<file path="config.mk">
export PLATFORM = sky130hd
export DESIGN_NAME = display_scan_ctrl
export DESIGN_NICKNAME = d
export VERILOG_FILES = /design/src/rtl/display_pkg.sv /design/src/rtl/display_scan_ctrl.sv
export SDC_FILE = /design/constraint.sdc
export NUM_CORES = 1
export LEC_CHECK = 0
export ABC_AREA = 1
export ABC_CLOCK_PERIOD_IN_PS = 5100
export CORE_UTILIZATION = 50
export DETAILED_ROUTE_END_ITERATION = 12
export GPL_TIMING_DRIVEN = 0
export PLACE_DENSITY_LB_ADDON = 0.15
export SYNTH_ARGS = -nofsm -noshare
export SYNTH_HDL_FRONTEND = slang
export SYNTH_SLANG_ARGS = --single-unit
</file>
<file path="constraint.sdc">
create_clock -name clk -period 5.1 [get_ports clk]
set_input_delay 1.02 -clock clk [delete_from_list [all_inputs] [get_ports clk]]
set_output_delay 1.02 -clock clk [all_outputs]
set_load 0.05 [all_outputs]
</file>
<file path="src/rtl/display_pkg.sv">
`default_nettype none
// ============================================================================
//  Module   : display_pkg
//  Brief    : Shared types and constants for the multiplexed display scanner
//  Revision : 1.0 - initial release
// ============================================================================
package display_pkg;

    // Scan phase: a digit is lit (SHOW) or all digits are dark (BLANK)
    typedef enum logic [0:0] {
        SHOW  = 1'b0,
        BLANK = 1'b1
    } state_t;

    localparam int         NDIG      = 4;
    localparam logic [3:0] BCD_BLANK = 4'hF;
    localparam logic [3:0] AN_OFF    = 4'b1111;

    // Width of a counter that must hold 0..max(a,b)-1; never narrower than 1 bit
    function automatic int timer_width(input int a, input int b);
        int m;
        m = (a > b) ? a : b;
        return ($clog2(m) < 1) ? 1 : $clog2(m);
    endfunction

    // Leading-zero test: digit idx is dark when it and every higher digit are
    // zero; digit 0 always shows so a zero value still reads "0"
    function automatic logic lz_suppress(input logic [15:0] value, input logic [1:0] idx);
        logic nonzero;
        nonzero = 1'b0;
        for (int i = 1; i < NDIG; i++) begin
            if (i >= int'(idx) && value[4*i +: 4] != 4'h0) begin
                nonzero = 1'b1;
            end
        end
        return (idx != 2'd0) && !nonzero;
    endfunction

endpackage
`default_nettype wire

</file>
<file path="src/rtl/display_scan_ctrl.sv">
`default_nettype none
// ============================================================================
//  Module   : display_scan_ctrl
//  Brief    : Scans a 4-digit BCD value onto a common-anode display through a
//             shared decoder, with guard blanking between digits and
//             frame-aligned value updates over a valid/ready handshake.
//  Revision : 1.0 - initial release
// ============================================================================
module display_scan_ctrl
    import display_pkg::*;
#(
    parameter int DWELL     = 50000,
    parameter int BLANK_CYC = 500
) (
    input  logic        clk,
    input  logic        rst_n,
    input  logic [15:0] in_value,
    input  logic        in_valid,
    output logic        in_ready,
    input  logic        lz_en,
    output logic [3:0]  bcd_out,
    output logic [3:0]  an_n,
    output logic        frame_tick
);

    localparam int            c_tw         = timer_width(DWELL, BLANK_CYC);
    localparam logic [c_tw-1:0] c_dwell_last = c_tw'(DWELL - 1);
    localparam logic [c_tw-1:0] c_blank_last = c_tw'(BLANK_CYC - 1);

    // Scan position registers describe the cycle that the next edge will
    // present on the outputs, so every output can be registered directly.
    state_t            r_state;
    state_t            w_state_nxt;
    logic [1:0]        r_idx;
    logic [1:0]        w_idx_nxt;
    logic [c_tw-1:0]   r_timer;
    logic [c_tw-1:0]   w_timer_nxt;
    logic              r_started;

    logic [15:0]       r_active;
    logic [15:0]       r_pending;
    logic [15:0]       w_active_nxt;
    logic              r_ready;

    logic [3:0]        r_an_n;
    logic [3:0]        r_bcd;
    logic              r_tick;

    logic              w_boundary;
    logic              w_xfer;
    logic [3:0]        w_digit;
    logic [3:0]        w_an_show;

    // The edge that closes the last BLANK cycle of digit 3; the very first
    // edge after reset has the same scan position but is not a boundary.
    assign w_boundary = r_started && (r_state == SHOW) && (r_idx == 2'd0) && (r_timer == '0);
    assign w_xfer     = in_valid && r_ready;

    // Scan position register
    always_ff @(posedge clk or negedge rst_n) begin
        if (!rst_n) begin
            r_state   <= SHOW;
            r_idx     <= 2'd0;
            r_timer   <= '0;
            r_started <= 1'b0;
        end else begin
            r_state   <= w_state_nxt;
            r_idx     <= w_idx_nxt;
            r_timer   <= w_timer_nxt;
            r_started <= 1'b1;
        end
    end

    // Next scan position: dwell, then blank, then advance to the next digit
    always_comb begin
        w_state_nxt = r_state;
        w_idx_nxt   = r_idx;
        w_timer_nxt = r_timer + 1'b1;
        case (r_state)
            SHOW: begin
                if (r_timer == c_dwell_last) begin
                    w_state_nxt = BLANK;
                    w_timer_nxt = '0;
                end
            end
            BLANK: begin
                if (r_timer == c_blank_last) begin
                    w_state_nxt = SHOW;
                    w_idx_nxt   = r_idx + 2'd1;
                    w_timer_nxt = '0;
                end
            end
            default: begin
                w_state_nxt = SHOW;
                w_timer_nxt = '0;
            end
        endcase
    end

    // Value shown from the next cycle on; only changes at a frame boundary,
    // a held pending value takes priority over a same-edge offer
    always_comb begin
        w_active_nxt = r_active;
        if (w_boundary) begin
            if (!r_ready) begin
                w_active_nxt = r_pending;
            end else if (in_valid) begin
                w_active_nxt = in_value;
            end
        end
    end

    // Handshake: off-boundary offers park in pending and close in_ready until
    // the boundary has consumed them
    always_ff @(posedge clk or negedge rst_n) begin
        if (!rst_n) begin
            r_active  <= 16'h0000;
            r_pending <= 16'h0000;
            r_ready   <= 1'b1;
        end else begin
            r_active <= w_active_nxt;
            if (w_boundary) begin
                r_ready <= 1'b1;
            end else if (w_xfer) begin
                r_pending <= in_value;
                r_ready   <= 1'b0;
            end
        end
    end

    assign w_digit   = w_active_nxt[{r_idx, 2'b00} +: 4];
    assign w_an_show = AN_OFF & ~(4'b0001 << r_idx);

    // Registered display outputs decoded from the upcoming scan position
    always_ff @(posedge clk or negedge rst_n) begin
        if (!rst_n) begin
            r_an_n <= AN_OFF;
            r_bcd  <= BCD_BLANK;
            r_tick <= 1'b0;
        end else begin
            r_tick <= w_boundary;
            if (r_state == SHOW) begin
                r_an_n <= w_an_show;
                r_bcd  <= (lz_en && lz_suppress(w_active_nxt, r_idx)) ? BCD_BLANK : w_digit;
            end else begin
                r_an_n <= AN_OFF;
                r_bcd  <= BCD_BLANK;
            end
        end
    end

    assign an_n       = r_an_n;
    assign bcd_out    = r_bcd;
    assign frame_tick = r_tick;
    assign in_ready   = r_ready;

endmodule
`default_nettype wire

</file>
==> impl_metrics.csv, run 1 <==
group,metric,value,unit
worst_setup_path,critPathCaptureType,"output port",
sta,achievable-frequency,373,MHz
sta,rsz0062_at_grt,"no",
route,drc,0,
logic_synthesis,gate_count_of_the_mapped_netlist,459,
logic_synthesis,mappedNetlistNets,485,
clocking,clk_pin_slew_worst_paths,0.07,ns
logic_synthesis,avgSynthCellArea,7.53,um^2
clocking,clock_sink_count,62,
floorplanning,placementRows,29,
logic_synthesis,netlist.top_cell.by_area,"sky130_fd_sc_hd__dfrtp_1",
sta,layout_min_cycle_time,2.68,ns
worst_setup_path,worstPathRequired,4.08,ns
sta,finalCritPeriodShare,52.6,%
sta,clock-skew-final,0.0108,ns
cells_and_area,num_antenna_cells,0,
clocking,ctsHoldBuffers,0,
place,dp.cells,566,
place,portBuffers,29,
logic_synthesis,postSynthRegisterBits,62,
cells_and_area,most-common-layout-cells,"sky130_fd_sc_hd__nand2_1 (121), sky130_fd_sc_hd__inv_1 (66), sky130_fd_sc_hd__nor2_1 (61)",
cells_and_area,share_of_the_core_filled_with_cells_in_the_final_layout,62.5,%
power_and_ir_drop,leakagePower,0.00217,uW
clocking,post_cts_resized,0,
global_routing,grt_usage,23.7,%
clocking,clock_path_buffers,2,
worst_setup_path,critPathMaxFanout,2,
cells_and_area,finish.cell_count_without_fillers,582,
route,totalWireLength,7.71,mm
hold_path,worstHoldPathType,"register to register",
global_routing,antenna_found_initial,0,
job,drv_cap,0,
global_routing,grt_first_pass_wirelength,13.3,mm
floorplanning,dieWidth,85.2,um
floorplanning,die_height,85.2,um
power_and_ir_drop,power.density_cell_area,266,nW/um^2
sta,max_slew_margin,64.7,%
worst_setup_path,setup.worst_path.class,"register to output port",
clocking,clk_tree_root_cell,"sky130_fd_sc_hd__clkbuf_8",
floorplanning,fp.dieArea,7250,um^2
global_routing,maximum_number_of_pins_on_one_net_before_global_route_repair,41,
route,iteration_count_of_the_initial_detailed_routing_pass,5,
place,globalplace.congestion,0.910,
worst_setup_path,max_stage_delay,0.79,ns
route,final_antenna_net_count,0,
cells_and_area,fraction_of_layout_instances_using_a_drive_strength_above_1,11.5,%
sta,finalSetupViolCount,0,
logic_synthesis,synthesis.yosys.warnings,0,
logic_synthesis,synth_top_cells_by_area,"sky130_fd_sc_hd__dfrtp_1 (38%), sky130_fd_sc_hd__nand2_1 (13%), sky130_fd_sc_hd__inv_1 (7.2%)",
place,place.detailed.hpwl,5.74,mm
sta,finalMaxSlewViolations,0,
floorplanning,ioPinCount,30,
worst_setup_path,setup.worst_path.start_class,"register",
logic_synthesis,synth.top_cell.area_share,38.4,%
power_and_ir_drop,ir_drop,0.155,mV
sta,max_slew.worst_pin.slew,0.525,ns
logic_synthesis,synth_sequential_area_ratio,45.2,%
sta,report.final.hold_viol_count,0,
floorplanning,coreArea,6490,um^2
logic_synthesis,yosysUniqueCellTypes,34,
route,drt-wirelength-per-cell,13.2,um
worst_setup_path,cp_slowest_cell,"sky130_fd_sc_hd__clkdlybuf4s50_1",
route,routed-via-count,2912,
worst_setup_path,critical_path.n_buffers_inverters,1,
cells_and_area,nets,526,
logic_synthesis,syn_area,3460,um^2
run_status,run_status,"complete, no violations",
sta,setup_tns,0,ns
clocking,cts.htree.levels,3,
cells_and_area,relative_area_change_from_synthesis_to_final_layout,17.4,%
global_routing,overflow,0,
global_routing,first_global_vias,2947,
clocking,clk_latency,0.34,ns
worst_setup_path,worst-endpoint-arrival,1.66,ns
floorplanning,start_util,53.2,%
cells_and_area,layout_commonest_cell,"sky130_fd_sc_hd__nand2_1",
sta,hold_slack,0.492,ns
worst_setup_path,crit_chain,"clkdlybuf4s50_1",
clocking,postCtsSetupBuffers,0,
clocking,cts_tree,"yes",
clocking,inserted_clock_buffers,9,
route,route.detailed.vias_per_inst,5.00,
worst_setup_path,critical_path.top_delay_family,"buffers and inverters",
route,first_iter_violations,171,
power_and_ir_drop,power.total,1080,uW
[sequential cells by signal, indices dropped and copies added (netlist names)]
register / flops
an_n: 4
bcd_out: 4
frame_tick: 1
in_ready: 1
r_active: 16
r_idx: 2
r_pending: 16
r_started: 1
r_state: 1
r_timer: 16
[report_power, final]
part           total [uW]  internal, uW  switching [uW]
Clock                 440           250             190
Combinational         108          44.6            63.4
Sequential            532           520            11.8
Total                1080           815             265
[cell families after synthesis]
kind of cell	synth area share, %
buffers and inverters	10.0
AOI/OAI and AO/OA	7.38
adders and majority gates	2.17
muxes	0.977
DFF	45.2
xor gates and xnor gates	1.52
and+or+nand+nor	32.6
other	0.108
[metrics by stage]
stage	setup slack [ns]	instance area (um^2)
after global placement	1.02	3840
final	2.42	4060
after CTS	2.41	4060
after floorplan	3.11	3460
after detailed placement	2.31	3860
after global routing	2.37	4060
[layer usage]
layer  wire (um)  track usage [%]  vias up
met5           0                0        -
met4         184             10.9        0
met3         329             5.25       18
met2        3770             40.3       59
met1        3430             28.7     1315
li1            -                -     1520
[worst register-to-register path: stages, from the launching register on]
cell and delay [ns]:
sky130_fd_sc_hd__dfrtp_1 0.40, sky130_fd_sc_hd__clkbuf_1 0.21, sky130_fd_sc_hd__inv_2 0.22, sky130_fd_sc_hd__ha_1 0.22, sky130_fd_sc_hd__inv_1 0.07, sky130_fd_sc_hd__nor2_1 0.10, sky130_fd_sc_hd__nand3_1 0.09, sky130_fd_sc_hd__nor2_2 0.36
sky130_fd_sc_hd__nand3_1 0.13, sky130_fd_sc_hd__nand2_1 0.16, sky130_fd_sc_hd__nand2_1 0.08, sky130_fd_sc_hd__o21ai_1 0.18, sky130_fd_sc_hd__nand3_2 0.13, sky130_fd_sc_hd__nand2_1 0.09
[layout make-up]
type | count | area (um^2)
clock inverter | 4 | 45.0
multi-input combinational | 315 | 1550
fill | 579 | 2440
buffer | 12 | 83.8
tap | 77 | 96.3
timing repair buffer | 30 | 305
sequential | 62 | 1560
inverter | 70 | 263
clock buffer | 12 | 155
[path summary, 6_finish.rpt]
kind                                   start  depth (start not counted)  slack [ns]           end
max in group asynchronous              rst_n                          2        3.80       an_n[0]
min in group asynchronous              rst_n                          1        0.65  r_pending[6]
worst min register to register  r_pending[6]                          2        0.49  r_pending[6]
worst min-delay path            r_pending[6]                          2        0.49  r_pending[6]
worst max-delay path                in_ready                          1        2.42      in_ready
worst max register to register      r_idx[0]                         13        2.61    bcd_out[3]
[synthesized netlist by cell type (all sizes together)]
master and instances:
dfrtp 53, a221oi 1, nor2 68, and2 2
xnor2 2, nor3 8, nand2 123, buf 10
nand3 37, inv 70, a21oi 13, ha 6
nand4 8, nor4 4, conb 1, nor3b 3
o21bai 1, dfstp 9, xor2 4, o21ai 31
clkbuf 2, mux2 3
No activity file was read; power rests on OpenSTA's default activity.
==> run 2, diff against run 1 <==
--- a/config.mk
+++ b/config.mk
@@ -6,7 +6,7 @@
 export NUM_CORES = 1
 export LEC_CHECK = 0
 export ABC_AREA = 1
-export ABC_CLOCK_PERIOD_IN_PS = 5100
+export ABC_CLOCK_PERIOD_IN_PS = 2650
 export CORE_UTILIZATION = 50
 export DETAILED_ROUTE_END_ITERATION = 12
 export GPL_TIMING_DRIVEN = 0
==> constraint.sdc (replaced) <==
create_clock -name clk -period 2.65 [get_ports clk]
set_input_delay 0.53 -clock clk [delete_from_list [all_inputs] [get_ports clk]]
set_output_delay 0.53 -clock clk [all_outputs]
set_load 0.05 [all_outputs]
==> impl_metrics.csv, run 2 (same netlist as run 1, synthesis figures left out) <==
group,metric,value,unit
run_status,run_status,"complete, no violations",
sta,rsz0062_at_grt,"no",
power_and_ir_drop,leakagePower,0.00217,uW
clocking,clock_sink_count,62,
route,drt-wirelength-per-cell,13.2,um
sta,finalCritPeriodShare,89.6,%
route,route.detailed.vias_per_inst,5.00,
worst_setup_path,critPathCaptureType,"register",
floorplanning,ioPinCount,30,
sta,hold_slack,0.156,ns
sta,max_slew.worst_pin.slew,0.519,ns
sta,setup_tns,0,ns
cells_and_area,multi_input_area,1550,um^2
clocking,ctsHoldBuffers,0,
power_and_ir_drop,power.total,2080,uW
clocking,clk_latency,0.34,ns
clocking,clk_tree_root_cell,"sky130_fd_sc_hd__clkbuf_8",
global_routing,grt_usage,23.7,%
clocking,clk_pin_slew_worst_paths,0.07,ns
worst_setup_path,worst-endpoint-arrival,2.65,ns
route,final_antenna_net_count,0,
cells_and_area,layout_commonest_cell,"sky130_fd_sc_hd__nand2_1",
hold_path,worstHoldPathType,"input port to async pin",
floorplanning,fp.dieArea,7250,um^2
clocking,post_cts_resized,0,
clocking,clock_path_buffers,2,
worst_setup_path,r2r_setup_slk,0.28,ns
sta,achievable-frequency,421,MHz
route,drc,0,
cells_and_area,fraction_of_layout_instances_using_a_drive_strength_above_1,11.5,%
route,iteration_count_of_the_initial_detailed_routing_pass,4,
sta,max_slew_margin,65.1,%
sta,layout_min_cycle_time,2.37,ns
power_and_ir_drop,power.density_cell_area,512,nW/um^2
place,globalplace.congestion,0.910,
route,first_iter_violations,169,
sta,report.final.hold_viol_count,0,
cells_and_area,biggestRegsByFlops,"r_active (16), r_pending (16), r_timer (16)",
clocking,postCtsSetupBuffers,0,
place,portBuffers,29,
floorplanning,placementRows,29,
cells_and_area,most-common-layout-cells,"sky130_fd_sc_hd__nand2_1 (121), sky130_fd_sc_hd__inv_1 (66), sky130_fd_sc_hd__nor2_1 (61)",
global_routing,first_global_vias,2947,
place,place.detailed.hpwl,5.74,mm
worst_setup_path,worstPathRequired,2.93,ns
floorplanning,dieWidth,85.2,um
sta,finalSetupViolCount,0,
cells_and_area,relative_area_change_from_synthesis_to_final_layout,17.6,%
route,totalWireLength,7.70,mm
cells_and_area,nets,526,
global_routing,maximum_number_of_pins_on_one_net_before_global_route_repair,41,
worst_setup_path,setup.worst_path.start_class,"register",
global_routing,antenna_found_initial,0,
floorplanning,coreArea,6490,um^2
sta,clock-skew-final,0.0104,ns
floorplanning,die_height,85.2,um
cells_and_area,fillCellCount,580,
clocking,inserted_clock_buffers,9,
cells_and_area,seq_cell_area,1560,um^2
worst_setup_path,critPathMaxFanout,11,
sta,finalMaxSlewViolations,0,
worst_setup_path,setup.worst_path.class,"register to register",
cells_and_area,num_antenna_cells,0,
clocking,cts.htree.levels,3,
global_routing,overflow,0,
floorplanning,start_util,53.2,%
job,drv_cap,0,
route,routed-via-count,2912,
power_and_ir_drop,ir_drop,0.300,mV
clocking,cts_tree,"yes",
global_routing,grt_first_pass_wirelength,13.3,mm
worst_setup_path,reg2regPathDepth,13,
-- run 2: cell counts in the layout (fill, tap and decap cells not counted) --
No cell type changed its count.
-- run 2: layout make-up --
cell class | count | share of cell area [%]
Sequential cell | 62 | 38.5
Multi-Input combinational cell | 315 | 38.2
Timing Repair Buffer | 30 | 7.51
Inverter | 70 | 6.47
Clock buffer | 12 | 3.82
Tap cell | 77 | 2.37
Buffer | 12 | 2.06
Clock inverter | 4 | 1.11
-- run 2: final timing paths --
path                              startpoint            to
worst min register to register  r_pending[6]  r_pending[6]
worst min-delay path                   rst_n  r_pending[6]
worst max register to register      r_idx[0]    bcd_out[3]
min in group clk                r_pending[6]  r_pending[6]
worst max-delay path                r_idx[0]    bcd_out[3]
max in group asynchronous              rst_n       an_n[0]
-- run 2: worst max-delay path: stages (launching register included) --
cell,delay (ns)
sky130_fd_sc_hd__dfrtp_1,0.40
sky130_fd_sc_hd__clkbuf_1,0.21
sky130_fd_sc_hd__inv_2,0.22
sky130_fd_sc_hd__ha_1,0.22
sky130_fd_sc_hd__inv_1,0.07
sky130_fd_sc_hd__nor2_1,0.09
sky130_fd_sc_hd__nand3_1,0.12
sky130_fd_sc_hd__nor2_4,0.25
sky130_fd_sc_hd__nand3_1,0.11
sky130_fd_sc_hd__nand2_1,0.15
sky130_fd_sc_hd__nand2_1,0.08
sky130_fd_sc_hd__o21ai_1,0.18
sky130_fd_sc_hd__nand3_2,0.13
sky130_fd_sc_hd__nand2_1,0.09
-- run 2: stage by stage --
stage	cell area, um^2	setup WS, ns	cells	utilization (%)
floorplan	3460	0.662	459	-
global placement	3840	-0.935	565	59.2
detailed placement	3860	0.125	566	59.4
CTS	4060	0.116	582	62.5
global route	4060	0.0828	582	62.6
finish	4060	0.275	582	62.6
-- run 2: metal layers --
layer	share of wire, %	wire length [um]	vias up	track usage, %
met4	2.4	184	0	10.9
met5	0	0	-	0
met2	50	3830	54	40.3
met3	3.6	278	18	5.25
li1	-	-	1518	-
met1	44	3420	1322	28.7
-- run 2: where the power goes --
part           internal (uW)  switching [uW]  total, uW
registers               1000            22.6       1020
logic                   85.9             122        208
clock network            481             368        850
